$ cat config.mk
export PLATFORM = sky130hd
export DESIGN_NAME = alu_seq_flat
export DESIGN_NICKNAME = d
export VERILOG_FILES = /design/src/rtl/alu_seq_pkg.sv /design/src/rtl/alu_seq_if.sv /design/src/rtl/alu.sv /design/src/rtl/alu_seq.sv /design/src/flat_wrapper.sv
export SDC_FILE = /design/constraint.sdc
export NUM_CORES = 1
export LEC_CHECK = 0
export CORE_MARGIN = 2
export CORE_UTILIZATION = 45
export DETAILED_ROUTE_END_ITERATION = 10
export GPL_ROUTABILITY_DRIVEN = 0
export HOLD_SLACK_MARGIN = 0.1
export PLACE_DENSITY = 0.73
export SYNTH_ARGS = -nofsm -noshare
export SYNTH_HDL_FRONTEND = slang
export SYNTH_SLANG_ARGS = --single-unit
$ cat constraint.sdc
create_clock -name clk -period 2.8 [get_ports clk]
set_input_delay 0.7 -clock clk [delete_from_list [all_inputs] [get_ports clk]]
set_output_delay 0.7 -clock clk [all_outputs]
set_load 0.02 [all_outputs]
$ cat src/rtl/alu_seq_pkg.sv
// ============================================================================
//  Module      : alu_seq_pkg
//  Description : Shared ALU op codes, sequencer state encoding and flag indices
//  Revision    : 1.0 - initial release
// ============================================================================
`default_nettype none

package alu_seq_pkg;

    localparam logic [2:0] OP_ADD = 3'b000;
    localparam logic [2:0] OP_SUB = 3'b001;
    localparam logic [2:0] OP_NOT = 3'b010;
    localparam logic [2:0] OP_AND = 3'b011;
    localparam logic [2:0] OP_OR  = 3'b100;
    localparam logic [2:0] OP_XOR = 3'b101;
    localparam logic [2:0] OP_LT  = 3'b110;
    localparam logic [2:0] OP_EQ  = 3'b111;

    typedef enum logic [1:0] {
        IDLE = 2'd0,
        EXEC = 2'd1,
        RESP = 2'd2
    } state_t;

    localparam int FLAG_OVF   = 2;
    localparam int FLAG_ZERO  = 1;
    localparam int FLAG_CARRY = 0;

endpackage

`default_nettype wire

$ cat src/rtl/alu_seq_if.sv
// ============================================================================
//  Module      : alu_seq_if
//  Description : Command/response handshakes and status bundle of alu_seq
//  Revision    : 1.0 - initial release
// ============================================================================
`default_nettype none

interface alu_seq_if #(
    parameter int NBIT = 4,
    parameter int REPW = 3
);
    logic            cmd_valid;
    logic            cmd_ready;
    logic [2:0]      cmd_op;
    logic            cmd_src;
    logic [NBIT-1:0] cmd_a;
    logic [NBIT-1:0] cmd_b;
    logic [REPW-1:0] cmd_rep;
    logic            cmd_wb;
    logic            rsp_valid;
    logic            rsp_ready;
    logic [NBIT-1:0] rsp_result;
    logic [2:0]      rsp_flags;
    logic [NBIT-1:0] acc;
    logic            sticky_ovf;
    logic            clr_sticky;

    // slave: the sequencer side
    modport slave (
        input  cmd_valid, cmd_op, cmd_src, cmd_a, cmd_b, cmd_rep, cmd_wb,
        input  rsp_ready, clr_sticky,
        output cmd_ready, rsp_valid, rsp_result, rsp_flags, acc, sticky_ovf
    );

    modport master (
        output cmd_valid, cmd_op, cmd_src, cmd_a, cmd_b, cmd_rep, cmd_wb,
        output rsp_ready, clr_sticky,
        input  cmd_ready, rsp_valid, rsp_result, rsp_flags, acc, sticky_ovf
    );

endinterface

`default_nettype wire

$ cat src/rtl/alu.sv
// ============================================================================
//  Module      : alu
//  Description : Combinational signed ALU with overflow/zero/carry flags
//  Revision    : 1.0 - initial release
// ============================================================================
`default_nettype none

module alu
    import alu_seq_pkg::*;
#(
    parameter int nbit = 4
) (
    input  wire logic [nbit-1:0] i_a,
    input  wire logic [nbit-1:0] i_b,
    input  wire logic [2:0]      i_sel,
    output logic      [nbit-1:0] o_result,
    output logic                 o_overflow,
    output logic                 o_zero,
    output logic                 o_carry
);

    localparam int c_MSB = nbit - 1;

    logic [nbit:0] w_sum;
    logic [nbit:0] w_diff;

    assign w_sum  = {1'b0, i_a} + {1'b0, i_b};
    // carry out of the subtraction is the borrow bit
    assign w_diff = {1'b0, i_a} - {1'b0, i_b};

    always_comb begin
        o_result   = '0;
        o_overflow = 1'b0;
        o_carry    = 1'b0;
        case (i_sel)
            OP_ADD: begin
                o_result   = w_sum[nbit-1:0];
                o_carry    = w_sum[nbit];
                o_overflow = (i_a[c_MSB] == i_b[c_MSB]) && (w_sum[c_MSB] != i_a[c_MSB]);
            end
            OP_SUB: begin
                o_result   = w_diff[nbit-1:0];
                o_carry    = w_diff[nbit];
                o_overflow = (i_a[c_MSB] != i_b[c_MSB]) && (w_diff[c_MSB] != i_a[c_MSB]);
            end
            OP_NOT:  o_result = ~i_a;
            OP_AND:  o_result = i_a & i_b;
            OP_OR:   o_result = i_a | i_b;
            OP_XOR:  o_result = i_a ^ i_b;
            OP_LT:   o_result = {{(nbit-1){1'b0}}, ($signed(i_a) < $signed(i_b))};
            OP_EQ:   o_result = {{(nbit-1){1'b0}}, (i_a == i_b)};
            default: o_result = '0;
        endcase
    end

    assign o_zero = (o_result == '0);

endmodule

`default_nettype wire

$ cat src/rtl/alu_seq.sv
// ============================================================================
//  Module      : alu_seq
//  Description : Command sequencer around alu: iterates an op on a working
//                register, returns result/flags, keeps accumulator and sticky ovf
//  Revision    : 1.0 - initial release
// ============================================================================
`default_nettype none

module alu_seq
    import alu_seq_pkg::*;
#(
    parameter int NBIT = 4,
    parameter int REPW = 3
) (
    input  wire logic clk,
    input  wire logic rst_n,
    alu_seq_if.slave  bus
);

    state_t          r_state;
    state_t          w_next;
    logic [2:0]      r_op;
    logic [NBIT-1:0] r_b;
    logic            r_wb;
    logic [NBIT-1:0] r_work;
    logic [REPW-1:0] r_cnt;
    logic            r_ovf_acc;
    logic            r_cy_acc;
    logic [NBIT-1:0] r_acc;
    logic [NBIT-1:0] r_result;
    logic [2:0]      r_flags;
    logic            r_sticky;

    logic            w_cmd_ready;
    logic            w_rsp_valid;
    logic            w_accept;
    logic            w_capture;
    logic [NBIT-1:0] w_alu_res;
    logic            w_alu_ovf;
    logic            w_alu_zero;
    logic            w_alu_cy;
    logic [2:0]      w_flags;

    alu #(
        .nbit (NBIT)
    ) u_alu (
        .i_a        (r_work),
        .i_b        (r_b),
        .i_sel      (r_op),
        .o_result   (w_alu_res),
        .o_overflow (w_alu_ovf),
        .o_zero     (w_alu_zero),
        .o_carry    (w_alu_cy)
    );

    always_ff @(posedge clk or negedge rst_n) begin
        if (!rst_n) begin
            r_state <= IDLE;
        end else begin
            r_state <= w_next;
        end
    end

    always_comb begin
        w_next      = r_state;
        w_cmd_ready = 1'b0;
        w_rsp_valid = 1'b0;
        case (r_state)
            IDLE: begin
                w_cmd_ready = 1'b1;
                if (bus.cmd_valid) w_next = EXEC;
            end
            EXEC: begin
                if (r_cnt == '0) w_next = RESP;
            end
            RESP: begin
                w_rsp_valid = 1'b1;
                if (bus.rsp_ready) w_next = IDLE;
            end
            default: w_next = IDLE;
        endcase
    end

    assign w_accept  = (r_state == IDLE) && bus.cmd_valid;
    assign w_capture = (r_state == EXEC) && (r_cnt == '0);

    // overflow/carry accumulate across iterations, zero is the final result only
    always_comb begin
        w_flags             = '0;
        w_flags[FLAG_OVF]   = r_ovf_acc | w_alu_ovf;
        w_flags[FLAG_ZERO]  = w_alu_zero;
        w_flags[FLAG_CARRY] = r_cy_acc | w_alu_cy;
    end

    always_ff @(posedge clk or negedge rst_n) begin
        if (!rst_n) begin
            r_op      <= '0;
            r_b       <= '0;
            r_wb      <= 1'b0;
            r_work    <= '0;
            r_cnt     <= '0;
            r_ovf_acc <= 1'b0;
            r_cy_acc  <= 1'b0;
            r_acc     <= '0;
            r_result  <= '0;
            r_flags   <= '0;
        end else if (w_accept) begin
            r_op      <= bus.cmd_op;
            r_b       <= bus.cmd_b;
            r_wb      <= bus.cmd_wb;
            r_work    <= bus.cmd_src ? r_acc : bus.cmd_a;
            r_cnt     <= bus.cmd_rep;
            r_ovf_acc <= 1'b0;
            r_cy_acc  <= 1'b0;
        end else if (r_state == EXEC) begin
            r_work    <= w_alu_res;
            r_ovf_acc <= r_ovf_acc | w_alu_ovf;
            r_cy_acc  <= r_cy_acc | w_alu_cy;
            if (w_capture) begin
                r_result <= w_alu_res;
                r_flags  <= w_flags;
                if (r_wb) r_acc <= w_alu_res;
            end else begin
                r_cnt <= r_cnt - 1'b1;
            end
        end
    end

    // a capture with overflow beats a simultaneous clear
    always_ff @(posedge clk or negedge rst_n) begin
        if (!rst_n) begin
            r_sticky <= 1'b0;
        end else if (w_capture && w_flags[FLAG_OVF]) begin
            r_sticky <= 1'b1;
        end else if (bus.clr_sticky) begin
            r_sticky <= 1'b0;
        end
    end

    assign bus.cmd_ready  = w_cmd_ready;
    assign bus.rsp_valid  = w_rsp_valid;
    assign bus.rsp_result = r_result;
    assign bus.rsp_flags  = r_flags;
    assign bus.acc        = r_acc;
    assign bus.sticky_ovf = r_sticky;

endmodule

`default_nettype wire

$ cat src/flat_wrapper.sv
// flat-port wrapper written by rule: the top's interface ports become plain ports
module alu_seq_flat import alu_seq_pkg::*;
#(
    parameter int NBIT = 4,
    parameter int REPW = 3
)
  (clk, rst_n, bus_cmd_valid, bus_cmd_op, bus_cmd_src, bus_cmd_a, bus_cmd_b, bus_cmd_rep, bus_cmd_wb, bus_rsp_ready, bus_clr_sticky, bus_cmd_ready, bus_rsp_valid, bus_rsp_result, bus_rsp_flags, bus_acc, bus_sticky_ovf);
  alu_seq_if #(.NBIT(NBIT), .REPW(REPW)) bus_i ();
  input  wire logic clk;
  input  wire logic rst_n;
  input wire logic [$bits(bus_i.cmd_valid)-1:0] bus_cmd_valid;
  input wire logic [$bits(bus_i.cmd_op)-1:0] bus_cmd_op;
  input wire logic [$bits(bus_i.cmd_src)-1:0] bus_cmd_src;
  input wire logic [$bits(bus_i.cmd_a)-1:0] bus_cmd_a;
  input wire logic [$bits(bus_i.cmd_b)-1:0] bus_cmd_b;
  input wire logic [$bits(bus_i.cmd_rep)-1:0] bus_cmd_rep;
  input wire logic [$bits(bus_i.cmd_wb)-1:0] bus_cmd_wb;
  input wire logic [$bits(bus_i.rsp_ready)-1:0] bus_rsp_ready;
  input wire logic [$bits(bus_i.clr_sticky)-1:0] bus_clr_sticky;
  output wire logic [$bits(bus_i.cmd_ready)-1:0] bus_cmd_ready;
  output wire logic [$bits(bus_i.rsp_valid)-1:0] bus_rsp_valid;
  output wire logic [$bits(bus_i.rsp_result)-1:0] bus_rsp_result;
  output wire logic [$bits(bus_i.rsp_flags)-1:0] bus_rsp_flags;
  output wire logic [$bits(bus_i.acc)-1:0] bus_acc;
  output wire logic [$bits(bus_i.sticky_ovf)-1:0] bus_sticky_ovf;
  assign bus_i.cmd_valid = bus_cmd_valid;
  assign bus_i.cmd_op = bus_cmd_op;
  assign bus_i.cmd_src = bus_cmd_src;
  assign bus_i.cmd_a = bus_cmd_a;
  assign bus_i.cmd_b = bus_cmd_b;
  assign bus_i.cmd_rep = bus_cmd_rep;
  assign bus_i.cmd_wb = bus_cmd_wb;
  assign bus_i.rsp_ready = bus_rsp_ready;
  assign bus_i.clr_sticky = bus_clr_sticky;
  assign bus_cmd_ready = bus_i.cmd_ready;
  assign bus_rsp_valid = bus_i.rsp_valid;
  assign bus_rsp_result = bus_i.rsp_result;
  assign bus_rsp_flags = bus_i.rsp_flags;
  assign bus_acc = bus_i.acc;
  assign bus_sticky_ovf = bus_i.sticky_ovf;
  alu_seq #(.NBIT(NBIT), .REPW(REPW)) u_core (.clk(clk), .rst_n(rst_n), .bus(bus_i));
endmodule
# Yosys cells after proc, flatten, opt, wreduce, memory -nomap -nowiden
# Cells that the tools add are included.
# totals
reg_bits	31
output_inout_bits	14
# classes
bitwise	7
reduce_logical	15
n_lt_le_gt_ge	1
mux	21
add_sub_neg	3
eq_ne	18
# ops
cell	count
$pmux 4 s8	1
$eq 3x3->1 const B	4
$mux 4	3
$mux 3	3
$mux 1	8
$eq 3x2->1 const B	2
$logic_not 3->1	2
$mux 2	3
$ne 2x2->1 const B	3
$pmux 2 s3	1
$reduce_and 3->1	2
$add 4x4->5	1
$logic_and 1x1->1	5
$sub 4x4->5	1
$and 4x4->4	1
$eq 4x4->1	1
$logic_not 4->1	1
$lt 4x4->1	1
$not 4->4	1
$or 4x4->4	1
$pmux 1 s2	2
$reduce_and 4->1	1
$reduce_bool 2->1	2
$xor 4x4->4	1
11 further kinds	14

# Logic depth before layout (Yosys ltp)
# Gate-level depths: netlist of run 1.
# depth
depth_word	7
ltp_mapped	8

# By module
# Synthesis of run 1 repeated with hierarchy kept, for this count alone.
# hier_totals
cells_unflattened	192
area_unflattened_um2	2063.2
# modules_own_cells
module	n_inst	area_each_um2	cells_each
alu_seq	1	1370.1	107
alu	1	693.2	85

# Least setup slack after synthesis of run 1
# Ideal clock, no wire load.
# synth_path
kind	register to register
start	reg u_core.r_work[0]
end	reg u_core.r_flags[1] (netlist: u_core.bus.rsp_flags[1])
setup_time_ns	0.110
setup_slack_ns	0.679
stages_incl_launch_ff	9
synth_period_minus_slack_ns	2.121
t_arrival_ns	2.010
cell_sequence	dfrtp_1 -> inv_1 -> ha_1 -> fa_1 -> nor2_1 -> o31ai_1 -> a2111oi_4 -> nand2_1 -> o41ai_1
# synth_via
elab_chain_len	3
# synth_lines
element	line	rtl
start: declaration	alu_seq.sv:25	logic [NBIT-1:0] r_work;
start signal: assignment	alu_seq.sv:111	r_work <= bus.cmd_src ? r_acc : bus.cmd_a;
start signal: assignment	alu_seq.sv:116	r_work <= w_alu_res;
$sub 4x4->5, or another cell as far along	alu.sv:29	assign w_diff = {1'b0, i_a} - {1'b0, i_b};
$pmux 4 s8 (*)	alu.sv:35	case (i_sel)
$logic_not 4->1 (*)	alu.sv:56	assign o_zero = (o_result == '0);
end signal: assignment	alu_seq.sv:121	r_flags <= w_flags;
end: declaration	alu_seq.sv:31	logic [2:0] r_flags;
# Every way passes the cells marked *; elsewhere a longest branch is shown, timed or not.
# A chain may end at the register's enable or synchronous reset.

# Worst setup path after layout of run 1
# Same ends and word-level chain as after synthesis.

==> reports/results.tsv, run 1 <==
stage	metric	value	unit
status	outcome	completed	
cells_and_area	Antenna diodes	0	
clock_network	CTS Buffer Depth	2	
clock_network	post_cts resized	0	
placement	Cells after DPL	302	
floorplan	row count	24	
floorplan	Die W	71.41	um
critical_path	CP Max Fanout	4	
detailed_routing	DRT Pass-1 Iters	4	
floorplan	full die area	5099	um^2
power	Power Dens Cells	1353	nW/um^2
detailed_routing	post-route ant nets	0	
timing	RSZ-0062 raised after global routing	false	
synth	post-synthesis sequential area ratio	37.94	%
clock_network	CTS sink cnt	31	
synth	top post-synthesis cells by area	dfrtp_1 38%, ha_1 8.6%, nand2_1 7.0%, o21ai_0 4.9%, mux2i_1 3.4%	
timing	Layout Skew	0.004997	ns
critical_path	CP required	2.98	ns
min_path	Hold Crit Endpoint	u_core.r_wb	
power	maximum vdd drop	0.0006370	V
synth	EDFF count, synth	0	
synth	Yosys cell types	50	
timing	setup violators final	0	
cells_and_area	share of layout cells above drive strength 1	7.752	%
global_route	first-pass GRT wire length	8100	um
critical_path	RR Endpoint	u_core.bus.rsp_flags[1]	
critical_path	CP Launch Type	flop	
cells_and_area	Sequential Area	775.7	um^2
critical_path	Critical Path Sink Type	flop	
critical_path	critical path cell sequence	inv_1 > ha_1 > fa_1 > nor2_1 > o31ai_1 > a2111oi_4 > nand2_1 > o41ai_1	
synth	cell taking the most area after synthesis	dfrtp_1	
timing	slew margin rel.	56.22	%
clock_network	Post-CTS Setup Bufs	0	
min_path	Hold WC Path Type	reg -> reg	
global_route	busiest layer in global routing	met2	
global_route	met1 Usage GRT	26.88	%
clock_network	worst skew pair latency	0.29	ns
global_route	largest net degree at the start of global routing	32	
placement	Cell Area, Placed	2391	um^2
clock_network	hold bufs inserted after CTS	0	
floorplan	Die Y-Extent	71.41	um
cells_and_area	fin cells	310	
critical_path	crit path kind	reg -> reg	
global_route	M2 GR Usage	33.02	%
timing	Slew Viols, Final	0	
power	total power	3.393	mW
detailed_routing	DRC viols	0	
synth	xor/xnor share of the synthesized area	1.285	%
critical_path	Top Family by Delay on Critical Path	compound AO/OA/AOI/OAI gates	
synth	FFs w/ async S/R, synth	100.0	%
critical_path	Reg2Reg Launch Point	u_core.r_work[0]	
detailed_routing	final WL	4595	um
cells_and_area	Area Overhead vs Synth	22.71	%
synth	#FFs+latches synth	31	
global_route	vias in the first global route	1738	
power	Pleak	1.097	nW
cells_and_area	# fillers	372	
timing	Final Hold Viols	0	
timing	Hold Slack	0.4847	ns
critical_path	R2R setup slack	0.34	ns
detailed_routing	drt wl/cell	14.82	um
synth	adder-cell share of the synthesized area	10.53	%
clock_network	H-Tree Depth	2	
critical_path	worst reg2reg path depth	8	
timing	Fin Setup TNS	0	ns
clock_network	register clock-pin slew on the reported worst setup and hold paths	0.07	ns
synth	mux contribution to synthesized area	5.263	%
placement	number of port buffers	34	
min_path	hold depth	2	
synth	post-synthesis compound-gate area fraction	17.44	%
critical_path	crit-path max cell delay	0.43	ns
global_route	initial antenna violation count	0	
global_route	Overall Global Routing Usage	20.21	%
global_route	gr ovfl total	0	
floorplan	Initial Utilization	46.95	%
timing	Tmin final	2.459	ns
cells_and_area	commonest non-fill, non-tap cell in the layout	nand2_1	
floorplan	IO Pins	35	
critical_path	crit path max-delay cell type	fa_1	
detailed_routing	Detailed Route Iter0 Violations	118	
critical_path	Data arrival, critical path	2.64	ns
timing	worst-margin pin slew	0.6567	ns
synth	Synth Instances	226	
clock_network	total CTS buffers	5	
timing	Peak Freq	0.4067	GHz
min_path	Hold Crit Start	u_core.r_wb	
job	Max-Cap Viols	0	
clock_network	CTS tree	done	
synth	Main synth FF type	dfrtp_1	
cells_and_area	area of the multi-input gates	1150	um^2
detailed_routing	via count	1699	
cells_and_area	commonest non-fill, non-tap cells in the layout	38 x nand2_1, 34 x clkdlybuf4s50_1, 31 x dfrtp_1	
synth	Yosys warnings	0	
global_route	GR Util met3	3.094	%
synth	Mapped Area	2044	um^2
critical_path	CP bufs+invs	1	
clock_network	Root Buffer Master	clkbuf_8	
synth	Mean Syn Cell Area	9.046	um^2
cells_and_area	final instance area	2509	um^2
synth	simple-gate share of the synthesized area	21.73	%
cells_and_area	nets@finish	294	
floorplan	core box area	4354	um^2
placement	hpwl dp	3350	um
synth	Net Count, Synth	263	
timing	crit share post-route	87.81	%
synth	largest family of logic cells by synthesized area	simple AND/OR/NAND/NOR gates	
synth	Yosys top cell area share	37.94	%
detailed_routing	Vias per Instance	5.481	
==> cells in the mapped netlist (all sizes together) (3+ instances only) <==
library cell and count:
mux2 3, ha 14, nor3 5, nand2b 4
nand4b 3, a31oi 3, mux2i 7, inv 12
nand2 38, a21oi 10, dfrtp 31, clkbuf 5
nor2b 5, o21ai 24, xnor2 3, nor2 15
buf 7, o221ai 3
==> worst reg2reg max path: cells and delay by family, from the launching register on <==
kind | cells | cell delay, ns
buf+inv | 1 | 0.09
simple gates | 2 | 0.32
fa+ha+maj | 2 | 0.70
flops | 1 | 0.40
compound gates | 3 | 0.85
==> metal layers <==
metal	wire length, um	part of all wire (%)
met5	0	0
met4	128	2.8
met3	185	4.0
met2	2151	47
met1	2130	46
==> worst max-delay path by stage <==
| stage | start | endpoint | slack [ns] | depth (start not counted) |
|---|---|---|---|---|
| after floorplan | u_core.r_work[0] | u_core.bus.rsp_flags[1] | 0.68 | 8 |
| after global placement | u_core.r_work[0] | u_core.bus.rsp_flags[1] | 0.39 | 8 |
| after detailed placement | u_core.r_work[0] | u_core.bus.rsp_flags[1] | 0.35 | 8 |
| after CTS | u_core.r_work[0] | u_core.bus.rsp_flags[1] | 0.32 | 8 |
| after global routing | u_core.r_work[0] | u_core.bus.rsp_flags[1] | 0.12 | 8 |
| final | u_core.r_work[0] | u_core.bus.rsp_flags[1] | 0.34 | 8 |
==> sequential cells by signal (all words and copies together) (netlist names) <==
signal                 flops
u_core.r_ovf_acc           1
u_core.r_wb                1
u_core.bus.rsp_result      4
u_core.r_state             2
u_core.r_op                3
u_core.r_b                 4
u_core.r_cnt               3
u_core.r_work              4
u_core.bus.rsp_flags       3
u_core.bus.acc             4
u_core.bus.sticky_ovf      1
u_core.r_cy_acc            1
==> power breakdown <==
group / leakage [nW] / switching, mW / internal (mW) / total [mW]
clock: 0.0612 / 0.175 / 0.288 / 0.463
sequential: 0.386 / 0.268 / 0.668 / 0.936
combinational: 0.649 / 1.11 / 0.887 / 1.99
==> logic make-up (layout without fill, tap and decap cells) <==
logic type,count (synthesis),count (layout)
multiplexers,10,10
XOR/XNOR,3,3
flip-flops,31,31
AND/OR/NAND/NOR,88,88
AO/OA/AOI/OAI,54,54
buffers and inverters,24,56
adder cells (fa/ha/maj),16,16
==> layout make-up <==
type	count	area share, %
well taps	52	2.594
flip-flops and latches	31	30.92
multi-input cells	171	45.84
clock buffers	6	3.292
repair buffers	36	14.16
inverters	12	1.796
clock inverters	2	1.397
==> through the flow <==
stage / worst slack [ns] / util (%)
3_3_place_gp: 0.3872 / 54.91
5_1_grt: 0.1188 / 57.61
6_report: 0.3415 / 57.61
2_1_floorplan: 0.6795 / -
3_5_place_dp: 0.3533 / 54.91
4_1_cts: 0.3206 / 57.61
Note: power is estimated with default switching activity, not from simulation.
==> inputs of run 2 (changes only) <==
- CAP_MARGIN: default -> 20
- MAX_ROUTING_LAYER: default -> met4
==> run 2 against run 1 <==
Register-to-register slack is essentially flat; clock power hardly changed; clock skew about the same; hold slack did not move; combinational power about the same; largest cell class unchanged; via count unchanged; sequential power about the same; routed wire length unchanged.
==> reports/results.tsv, run 2 (synthesis gave the netlist of run 1 again) <==
stage	metric	value	unit
global_route	first-pass GRT wire length	8100	um
detailed_routing	Detailed Route Iter0 Violations	123	
placement	hpwl dp	3350	um
cells_and_area	nets@finish	294	
power	Pleak	1.097	nW
min_path	Hold Crit Endpoint	u_core.r_wb	
detailed_routing	Vias per Instance	5.481	
clock_network	Post-CTS Setup Bufs	0	
min_path	Hold WC Path Type	reg -> reg	
floorplan	Die W	71.41	um
timing	crit share post-route	87.80	%
critical_path	Top Family by Delay on Critical Path	compound AO/OA/AOI/OAI gates	
detailed_routing	DRT Pass-1 Iters	4	
timing	Tmin final	2.458	ns
clock_network	CTS tree	done	
cells_and_area	final instance area	2509	um^2
timing	Layout Skew	0.004915	ns
critical_path	Data arrival, critical path	2.64	ns
timing	Final Hold Viols	0	
critical_path	Reg2Reg Launch Point	u_core.r_work[0]	
power	sequential power share	27.6	%
global_route	gr ovfl total	0	
floorplan	full die area	5099	um^2
clock_network	CTS sink cnt	31	
critical_path	crit path kind	reg -> reg	
cells_and_area	commonest non-fill, non-tap cells in the layout	38 x nand2_1, 34 x clkdlybuf4s50_1, 31 x dfrtp_1	
global_route	largest net degree at the start of global routing	32	
clock_network	Root Buffer Master	clkbuf_8	
status	outcome	completed	
detailed_routing	DRC viols	0	
timing	post-route setup slack	0.3415	ns
min_path	Hold Crit Start	u_core.r_wb	
critical_path	CP required	2.98	ns
cells_and_area	Area Overhead vs Synth	22.71	%
power	Comb power frac	58.8	%
floorplan	IO Pins	35	
cells_and_area	share of layout cells above drive strength 1	7.752	%
clock_network	register clock-pin slew on the reported worst setup and hold paths	0.07	ns
power	total power	3.393	mW
clock_network	post_cts resized	0	
timing	Peak Freq	0.4068	GHz
detailed_routing	drt wl/cell	14.82	um
clock_network	worst skew pair latency	0.29	ns
timing	setup violators final	0	
floorplan	Initial Utilization	46.95	%
critical_path	R2R setup slack	0.34	ns
clock_network	CTS Buffer Depth	2	
floorplan	Die Y-Extent	71.41	um
timing	Fin Setup TNS	0	ns
power	switching portion of total power	45.69	%
power	maximum vdd drop	0.0006370	V
global_route	vias in the first global route	1741	
clock_network	H-Tree Depth	2	
clock_network	total CTS buffers	5	
cells_and_area	commonest non-fill, non-tap cell in the layout	nand2_1	
min_path	hold depth	2	
global_route	initial antenna violation count	0	
critical_path	CP bufs+invs	1	
clock_network	hold bufs inserted after CTS	0	
placement	number of port buffers	34	
timing	Slew Viols, Final	0	
critical_path	CP Launch Type	flop	
timing	slew margin rel.	56.22	%
critical_path	CP Max Fanout	4	
power	Net Switching	1.550	mW
floorplan	row count	24	
critical_path	crit path max-delay cell type	fa_1	
job	Max-Cap Viols	0	
critical_path	critical path cell sequence	inv_1 > ha_1 > fa_1 > nor2_1 > o31ai_1 > a2111oi_4 > nand2_1 > o41ai_1	
placement	Cell Area, Placed	2391	um^2
global_route	Overall Global Routing Usage	20.82	%
floorplan	core box area	4354	um^2
detailed_routing	via count	1699	
power	Power Dens Cells	1353	nW/um^2
critical_path	RR Endpoint	u_core.bus.rsp_flags[1]	
detailed_routing	final WL	4595	um
cells_and_area	Antenna diodes	0	
cells_and_area	# fillers	372	
power	internal power	1.843	mW
critical_path	Critical Path Sink Type	flop	
critical_path	crit-path max cell delay	0.43	ns
timing	RSZ-0062 raised after global routing	false	
detailed_routing	post-route ant nets	0	
critical_path	worst reg2reg path depth	8	
timing	worst-margin pin slew	0.6567	ns
placement	DP Worst Slack	0.3533	ns
power	clock share of power	13.6	%
[run 2: cell counts in the layout (fill, tap and decap cells not counted)]
No cell type changed its count.
[run 2: area by class of cell]
cell class                 count  area (um^2)  area share, %
sequential                    31        775.7          30.92
tap                           52        65.06          2.594
clock buffer                   6        82.58          3.292
inverter                      12        45.04          1.796
multi-input combinational    171         1150          45.84
timing repair buffer          36        355.3          14.16
clock inverter                 2        35.03          1.397
[run 2: metrics by stage]
stage               hold WS [ns]  util, %  std cells
floorplan                 0.4044        -        226
global placement          0.4638    54.91        302
detailed placement        0.4708    54.91        302
CTS                       0.4889    57.61        310
global route              0.5178    57.61        310
finish                    0.4847    57.61        310
[run 2: tightest hold or removal path: stages, from the launching register on]
cell	delay [ns]
dfrtp_1	0.34
nand2_1	0.05
nand2_1	0.06
[run 2: power by group through the flow]
stage                     clock network, mW  logic [mW]  registers, mW
after floorplan                           0        1.49          0.908
after CTS                             0.466        2.00          0.937
after detailed placement                  0        1.98          0.942
after global routing                  0.483        2.23          0.982
after global placement                    0        1.95          0.936
final                                 0.463        1.99          0.936
[run 2: worst max path at each step]
stage / slack, ns / depth (start not counted) / from / end
global placement: 0.39 / 8 / u_core.r_work[0] / u_core.bus.rsp_flags[1]
finish: 0.34 / 8 / u_core.r_work[0] / u_core.bus.rsp_flags[1]
detailed placement: 0.35 / 8 / u_core.r_work[0] / u_core.bus.rsp_flags[1]
CTS: 0.32 / 8 / u_core.r_work[0] / u_core.bus.rsp_flags[1]
floorplan: 0.68 / 8 / u_core.r_work[0] / u_core.bus.rsp_flags[1]
global route: 0.12 / 8 / u_core.r_work[0] / u_core.bus.rsp_flags[1]
[run 2: metal layers]
metal	up-vias	wire [um]	global-route usage, %
met4	0	128	8.386
met2	43	2152	33.02
li1	848	-	-
met1	797	2136	26.98
met5	-	0	-
met3	11	177	2.954
==> inputs of run 3 (changes only) <==
- RECOVER_POWER: default -> 100
==> run 3 against run 2 <==
The run now ends with capacitance limit, slew limit left; sequential share of layout area increased by 0.30 points; routed wire length increased by 1.1%; critical endpoint is now u_core.bus.rsp_result[3]; cell count unchanged.
==> reports/results.tsv, run 3 (synthesis gave the netlist of run 1 again) <==
stage	metric	value	unit
timing	post-route setup slack	0.2980	ns
global_route	busiest layer in global routing	met2	
cells_and_area	final instance area	2485	um^2
global_route	Overall Global Routing Usage	20.82	%
detailed_routing	final WL	4645	um
timing	Peak Freq	0.3997	GHz
floorplan	full die area	5099	um^2
global_route	M2 GR Usage	33.02	%
clock_network	CTS sink cnt	31	
power	Comb power frac	57.6	%
power	total power	3.303	mW
power	clock share of power	14.0	%
status	failing checks	capacitance limit, slew limit	
cells_and_area	Area Overhead vs Synth	21.54	%
cells_and_area	share of layout cells above drive strength 1	5.814	%
detailed_routing	via count	1716	
min_path	Hold WC Path Type	reg -> reg	
critical_path	critical path cell sequence	inv_1 > ha_1 > nor3_1 > nor3_1 > mux2_4 > a211oi_1 > mux2_2	
clock_network	CTS tree	done	
clock_network	register clock-pin slew on the reported worst setup and hold paths	0.07	ns
detailed_routing	Vias per Instance	5.535	
critical_path	crit path max-delay cell type	a211oi_1	
critical_path	crit path kind	reg -> reg	
power	sequential power share	28.4	%
placement	hpwl dp	3350	um
cells_and_area	fin cells	310	
global_route	first-pass GRT wire length	8100	um
power	switching portion of total power	46.17	%
global_route	vias in the first global route	1741	
timing	RSZ-0062 raised after global routing	false	
critical_path	RR Endpoint	u_core.bus.rsp_result[3]	
timing	worst-margin pin slew	1.668	ns
global_route	largest net degree at the start of global routing	32	
clock_network	hold bufs inserted after CTS	0	
critical_path	Critical Path Sink Type	flop	
detailed_routing	DRC viols	0	
global_route	gr ovfl total	0	
timing	Layout Skew	0.006258	ns
critical_path	R2R setup slack	0.30	ns
critical_path	CP bufs+invs	1	
min_path	Hold Crit Endpoint	u_core.r_wb	
clock_network	CTS Buffer Depth	2	
placement	DP Worst Slack	0.3533	ns
cells_and_area	commonest non-fill, non-tap cells in the layout	38 x nand2_1, 31 x dfrtp_1, 22 x o21ai_0	
critical_path	Data arrival, critical path	2.73	ns
floorplan	row count	24	
placement	Cell Area, Placed	2391	um^2
floorplan	Initial Utilization	46.95	%
cells_and_area	Antenna diodes	0	
clock_network	Root Buffer Master	clkbuf_8	
detailed_routing	DRT Pass-1 Iters	5	
critical_path	CP Max Fanout	10	
critical_path	crit-path max cell delay	0.50	ns
power	Power Dens Cells	1329	nW/um^2
clock_network	post_cts resized	0	
critical_path	most used cell, CP	nor3_1	
status	outcome	finished with violations	
cells_and_area	commonest non-fill, non-tap cell in the layout	nand2_1	
cells_and_area	nets@finish	294	
floorplan	Die Y-Extent	71.41	um
job	Max-Cap Viols	1	
critical_path	Top Family by Delay on Critical Path	multiplexers	
detailed_routing	post-route ant nets	0	
placement	Cells after DPL	302	
power	Pleak	1.106	nW
placement	number of port buffers	34	
clock_network	H-Tree Depth	2	
floorplan	core box area	4354	um^2
floorplan	IO Pins	35	
min_path	Hold Crit Start	u_core.r_wb	
power	internal power	1.778	mW
timing	Final Hold Viols	0	
timing	setup violators final	0	
detailed_routing	drt wl/cell	14.98	um
critical_path	CP Launch Type	flop	
timing	Slew Viols, Final	32	
timing	Fin Setup TNS	0	ns
global_route	GR Util met3	2.954	%
clock_network	total CTS buffers	5	
global_route	initial antenna violation count	0	
critical_path	worst reg2reg path depth	7	
min_path	hold depth	2	
global_route	met1 Usage GRT	26.98	%
clock_network	Post-CTS Setup Bufs	0	
floorplan	Die W	71.41	um
timing	Tmin final	2.502	ns
clock_network	worst skew pair latency	0.29	ns
power	Net Switching	1.525	mW
detailed_routing	Detailed Route Iter0 Violations	141	
critical_path	CP required	3.02	ns
critical_path	Reg2Reg Launch Point	u_core.r_work[2]	
timing	crit share post-route	89.36	%
power	maximum vdd drop	0.0006257	V
timing	slew margin rel.	-11.23	%
==> run 3: cell count changes in the layout (fill, tap and decap cells not counted), sizes merged <==
cell           previous run  this run
dlygate4sd3               0        15
buf                       2         0
clkdlybuf4s50            34        19
clkbuf                    6         8
==> run 3: worst reg2reg max path: cells and delay by family (launching register included) <==
kind / cells / cell delay (ns)
AO/OA/AOI/OAI: 1 / 0.50
buffers and inverters: 1 / 0.07
flip-flops: 1 / 0.43
multiplexers: 2 / 0.58
adder cells (fa/ha/maj): 1 / 0.48
AND/OR/NAND/NOR: 2 / 0.39
==> run 3: power by group through the flow <==
stage / combinational (mW) / clock, mW / sequential [mW]
final: 1.90 / 0.463 / 0.937
after global routing: 2.14 / 0.483 / 0.979
after CTS: 2.00 / 0.466 / 0.937
after detailed placement: 1.98 / 0 / 0.942
after global placement: 1.95 / 0 / 0.936
after floorplan: 1.49 / 0 / 0.908
==> run 3: final cells by class <==
class | count | area, um^2
Clock buffer | 6 | 82.58
Clock inverter | 2 | 35.03
Fill cell | 377 | 1869
Inverter | 12 | 45.04
Multi-Input combinational cell | 171 | 1134
Sequential cell | 31 | 775.7
Tap cell | 52 | 65.06
Timing Repair Buffer | 36 | 347.8
==> run 3: how the worst max path moves through the flow <==
stage,start,end,cells past startpoint
finish,u_core.r_work[2],u_core.bus.rsp_result[3],7
global route,rst_n,u_core.r_b[3],2
CTS,u_core.r_work[0],u_core.bus.rsp_flags[1],8
detailed placement,u_core.r_work[0],u_core.bus.rsp_flags[1],8
global placement,u_core.r_work[0],u_core.bus.rsp_flags[1],8
floorplan,u_core.r_work[0],u_core.bus.rsp_flags[1],8
==> run 3: stage by stage <==
| step | util (%) | hold WS (ns) |
|---|---|---|
| 2_1_floorplan | - | 0.4044 |
| 3_3_place_gp | 54.91 | 0.4638 |
| 3_5_place_dp | 54.91 | 0.4708 |
| 4_1_cts | 57.61 | 0.4889 |
| 5_1_grt | 57.07 | 0.5206 |
| 6_report | 57.07 | 0.4836 |
==> run 3: routing by layer <==
| metal | share of wire [%] | vias to the layer above |
|---|---|---|
| met5 | 0 | - |
| met4 | 2.8 | 0 |
| met3 | 3.9 | 11 |
| met2 | 46 | 44 |
| met1 | 47 | 810 |
| li1 | - | 851 |
